--- src/rtl/water_distribution_controller.sv ---
// water_distribution_controller: periodic city/town demand evaluation with reserve-protected,
// city-first rationing, served to the reservoir over a req/ack drain port.
module water_distribution_controller #(
    parameter int DEMAND_PERIOD = 8,
    parameter int CITY_PER_CAP  = 2,
    parameter int TOWN_PER_CAP  = 1,
    parameter int RESERVE_LEVEL = 16
) (
    input  logic       clk,
    input  logic       reset,
    input  logic [7:0] city_population,
    input  logic [7:0] town_population,
    input  logic [9:0] reservoir_level,
    input  logic       drain_ack,
    output logic       drain_req,
    output logic [9:0] drain_amount,
    output logic       drain_target,
    output logic       shortage,
    output logic [9:0] city_shortfall,
    output logic [9:0] town_shortfall,
    output logic       cycle_done,
    output logic       overrun
);
    localparam int CW = $clog2(DEMAND_PERIOD);
    localparam logic [CW-1:0] LAST = CW'(DEMAND_PERIOD - 1);
    localparam logic [9:0] RES = 10'(RESERVE_LEVEL);

    typedef enum logic [1:0] {IDLE, CALC, SERVE_CITY, SERVE_TOWN} state_t;

    state_t state_q, state_d;
    logic [CW-1:0] cnt_q, cnt_d;
    logic [9:0] cd_q, cd_d, td_q, td_d, cg_q, cg_d, tg_q, tg_d;
    logic [9:0] city_sf_q, city_sf_d, town_sf_q, town_sf_d;
    logic shortage_q, shortage_d, done_q, done_d, overrun_q, overrun_d;
    logic tick;
    logic [17:0] city_prod, town_prod;
    logic [9:0] avail, cg, rem, tg;

    assign tick      = cnt_q == LAST;
    assign city_prod = 18'(city_population) * 18'(CITY_PER_CAP);
    assign town_prod = 18'(town_population) * 18'(TOWN_PER_CAP);
    // Grants only matter in CALC, where cd_q/td_q already hold this evaluation's demand.
    assign avail = reservoir_level > RES ? reservoir_level - RES : 10'd0;
    assign cg    = cd_q < avail ? cd_q : avail;
    assign rem   = avail - cg;
    assign tg    = td_q < rem ? td_q : rem;

    always_comb begin
        state_d    = state_q;
        cnt_d      = tick ? '0 : cnt_q + 1'b1;
        cd_d       = cd_q;
        td_d       = td_q;
        cg_d       = cg_q;
        tg_d       = tg_q;
        city_sf_d  = city_sf_q;
        town_sf_d  = town_sf_q;
        shortage_d = shortage_q;
        done_d     = 1'b0;
        overrun_d  = overrun_q | (tick & (state_q != IDLE));
        case (state_q)
            IDLE: if (tick) begin
                cd_d    = |city_prod[17:10] ? 10'h3FF : city_prod[9:0];
                td_d    = |town_prod[17:10] ? 10'h3FF : town_prod[9:0];
                state_d = CALC;
            end
            CALC: begin
                cg_d       = cg;
                tg_d       = tg;
                shortage_d = (cg < cd_q) | (tg < td_q);
                city_sf_d  = cd_q - cg;
                town_sf_d  = td_q - tg;
                state_d    = cg != 0 ? SERVE_CITY : tg != 0 ? SERVE_TOWN : IDLE;
                done_d     = (cg == 0) & (tg == 0);
            end
            SERVE_CITY: if (drain_ack) begin
                state_d = tg_q != 0 ? SERVE_TOWN : IDLE;
                done_d  = tg_q == 0;
            end
            default: if (drain_ack) begin
                state_d = IDLE;
                done_d  = 1'b1;
            end
        endcase
    end

    always_ff @(posedge clk) begin
        if (reset) begin
            state_q    <= IDLE;
            cnt_q      <= '0;
            cd_q       <= '0;
            td_q       <= '0;
            cg_q       <= '0;
            tg_q       <= '0;
            city_sf_q  <= '0;
            town_sf_q  <= '0;
            shortage_q <= 1'b0;
            done_q     <= 1'b0;
            overrun_q  <= 1'b0;
        end else begin
            state_q    <= state_d;
            cnt_q      <= cnt_d;
            cd_q       <= cd_d;
            td_q       <= td_d;
            cg_q       <= cg_d;
            tg_q       <= tg_d;
            city_sf_q  <= city_sf_d;
            town_sf_q  <= town_sf_d;
            shortage_q <= shortage_d;
            done_q     <= done_d;
            overrun_q  <= overrun_d;
        end
    end

    assign drain_req      = (state_q == SERVE_CITY) | (state_q == SERVE_TOWN);
    assign drain_target   = state_q == SERVE_TOWN;
    assign drain_amount   = state_q == SERVE_CITY ? cg_q : state_q == SERVE_TOWN ? tg_q : 10'd0;
    assign shortage       = shortage_q;
    assign city_shortfall = city_sf_q;
    assign town_shortfall = town_sf_q;
    assign cycle_done     = done_q;
    assign overrun        = overrun_q;
endmodule

--- config.mk ---
export PLATFORM = sky130hd
export DESIGN_NAME = water_distribution_controller
export DESIGN_NICKNAME = d
export VERILOG_FILES = /design/src/rtl/water_distribution_controller.sv
export SDC_FILE = /design/constraint.sdc
export NUM_CORES = 1
export LEC_CHECK = 0
export CAP_MARGIN = 0
export CORE_UTILIZATION = 42
export CTS_CLUSTER_DIAMETER = 80
export DETAILED_ROUTE_END_ITERATION = 10
export GPL_ROUTABILITY_DRIVEN = 0
export MAX_ROUTING_LAYER = met4
export PLACE_DENSITY_LB_ADDON = 0.12
export SLEW_MARGIN = 10
export SYNTH_ARGS = -nofsm -noshare
export SYNTH_HDL_FRONTEND = slang
export SYNTH_SLANG_ARGS = --single-unit
--- constraint.sdc ---
create_clock -name clk -period 10.42 [get_ports clk]
set_input_delay 1.563 -clock clk [delete_from_list [all_inputs] [get_ports clk]]
set_output_delay 1.563 -clock clk [all_outputs]
set_load 0.02 [all_outputs]
==> metrics.md <==
| Metric | Value |
|---|---|
| Max-cap check violation count | 0 |
| Die Y | between 100 and 150 microns |
| Complex-gate fraction of the synthesized area | a little under a quarter |
| Critical path data required time | 10.65 ns |
| Sequential fraction of the synthesis area | 27.4% |
| Largest family of logic cells by synthesized area | simple AND/OR/NAND/NOR gates |
| N_diodes | 0 |
| Post-DR vias/cell | approximately 5.7 |
| Final net count | 713 |
| Total power | 0.000556 W |
| DRT iter0 DRCs | 336 |
| Core region area | 0.0105 sq mm |
| Final Cycle Share | about nine tenths |
| Tightest Hold Check Type | reg2reg |
| Worst Max-Slew Pin Slew | 1.18 ns |
| Worst Setup End Kind | register |
| Inserted Clock Buffers | 9 |
| Startpoint types | input pin |
| WL final | 12800 microns |
| Boundary pin count | 64 |
| Max-slew violations | 0 |
| Die area | 0.0114 sq mm |
| Clock Latency Late Sink | 0.36 ns |
| Net Count, Synth | 666 |
| Total grt overflow | 0 |
| Most frequent cells in the layout | nor2_1 (80), nand2_1 (70), dfxtp_1 (63) |
| Hold Buf Count CTS | 0 |
| WP data arrival | ~9.8 ns |
| Number of flops mapped to enable cells by yosys | 0 |
| Ys flop type | dfxtp_1 |
| Clk buf depth | 2 |
| Antenna Nets Post-Route | 0 |
| Power Dens Cells | 100 mW/mm^2 |
| GRT Total Usage | 23.8% |
| Largest net degree at the start of global routing | 64 |
| Unrepaired setup endpoints after global routing | no |
| Global-route wire length before repair | 20800 microns |
| Final-report setup violation count | 0 |
| HPWL Detailed | 9750 microns |
| Post-synth ARST share | 0% |
| Post-synthesis simple-gate area fraction | 24.4% |
| Clk pin slew, worst setup/hold paths | 0.07 ns |
| Clock sinks | 63 |
| Outcome | completed |
| Minimum clock period | 9.53 ns |
| Final Hold Fails | 0 |
| Most frequent CP cell | ha_1 |
| Mapped Area | ~0.0046 sq mm |
| Mux contribution to synthesized area | 3.69% |
| Clk root buf | clkbuf_8 |
| DRC | 0 |
| Starting Density | 44.0% |
| Cells after Synth | ~600 |
| Syn avg cell area | around 7.7 sq um |
| Max stage delay on crit path | 0.55 ns |
| Post-Synth Adder-Cell Area | between 10% and 20% |
| IO buf count | 63 |
| F_max | 0.105 GHz |
| Critical Path Fanout Max | 15 |
| Yosys Warn Count | 0 |
| Critical-path top delay cell | clkdlybuf4s50_1 |
| Post-synthesis cell type count | 78 |
| Setup CP Type | in2reg |
| Vias in the first global route | about 4200 |
| Post-Route Setup TNS | 0 ns |
| Leak | roughly 2.0 nW |
| XOR/XNOR Fraction of Synth Area | 3.91% |
| Area delta synth->final | 20.0% |
| Antenna violations before repair | 0 |
| H-tree depth | 3 |
| Worst clock skew | 0.00979 ns |
| Routed wire per std cell | 16.3 microns |
| Die width | 107 microns |
| Slew headroom | 21.1% |
| First-pass DRT Iterations | 6 |
| DR vias | 4468 |
| Share of cells above drive strength 1 | 7.40% |
| FP Rows | 37 |
| Max IR drop VDD | 0.0000531 V |
| CTS tree | built |
| Synth Register Bits | 63 |
| Commonest non-fill, non-tap cell in the layout | nor2_1 |
==> worst paths after layout <==
kind / endpoint / from / slack (ns) / cells past startpoint
worst max-delay path: town_shortfall[7] / reservoir_level[4] / 0.89 / 39
worst min-delay path: cnt_q[0] / cnt_q[0] / 0.44 / 1
worst max register to register: town_shortfall[7] / cd_q[5] / 3.18 / 32
worst min register to register: cnt_q[0] / cnt_q[0] / 0.44 / 1
==> power breakdown <==
| part | internal, W | switching [W] |
|---|---|---|
| registers | 0.000242 | 0.00000131 |
| clock network | 0.000109 | 0.0000997 |
| logic | 0.0000426 | 0.0000601 |
| total | 0.000394 | 0.000161 |
==> kinds of logic after synthesis <==
logic type / after synthesis
mux: 17
simple gates: 237
flops: 63
fa+ha+maj: 40
buf+inv: 65
compound gates: 155
other cells: 1
xor+xnor: 19
==> state kept, by name, indices dropped and copies added (netlist names) <==
signal          flops
cd_q                8
town_shortfall     10
state_q             2
city_shortfall      9
shortage            1
cnt_q               3
cg_q               10
tg_q               10
td_q                8
overrun             1
cycle_done          1
==> critical path: cells and delay by family <==
kind | cells | cell delay [ns]
buffers and inverters | 5 | 1.00
and+or+nand+nor | 10 | 1.58
adders and majority gates | 5 | 1.46
AOI/OAI and AO/OA | 18 | 4.03
xor gates and xnor gates | 1 | 0.15
==> cell usage after synthesis (all sizes together), types with 16 or more instances <==
library cell / number / share of area (%)
nor2: 82 / 6.8
nand2: 71 / 5.8
dfxtp: 63 / 27
a21oi: 58 / 6.4
ha: 37 / 10
inv: 32 / 2.6
clkbuf: 26 / 2.1
a211oi: 22 / 3.6
nor3: 22 / 2.7
o21ai: 19 / 2.1
mux2i: 17 / 3.7
xnor2: 16 / 3.0
==> repair_timing <==
action | 4_1_cts | 5_1_grt
buffers inserted | 0 | 0
endpoints found under the setup margin | 0 | 5
endpoints found under the hold margin | 0 | 0
resized for setup | 0 | 5
==> area by class of cell <==
class	instances	area (sq um)
Inverter	32	120
Multi-Input combinational cell	469	3120
Timing Repair Buffer	69	671
Clock buffer	10	128
Sequential cell	63	1260
Clock inverter	6	61.3
Fill cell	1052	4930
Tap cell	136	170
==> per-layer routing <==
layer	track usage (%)	up-vias	wire, microns
met1	31.5	2042	5970
li1	-	2220	-
met3	4.32	36	820
met5	-	-	0
met4	9.39	0	380
met2	36.0	170	5590
==> stage by stage <==
stage	hold slack, ns	instance area [sq um]	utilization [%]	instances	setup slack (ns)
2_1_floorplan	0.408	4610	-	597	1.74
3_3_place_gp	0.421	5320	50.8	769	0.754
3_5_place_dp	0.426	5320	50.8	769	0.403
4_1_cts	0.438	5510	52.7	785	0.773
5_1_grt	0.458	5530	52.9	785	0.173
6_report	0.436	5530	52.9	785	0.890
Note: power is estimated with default switching activity, not from simulation.
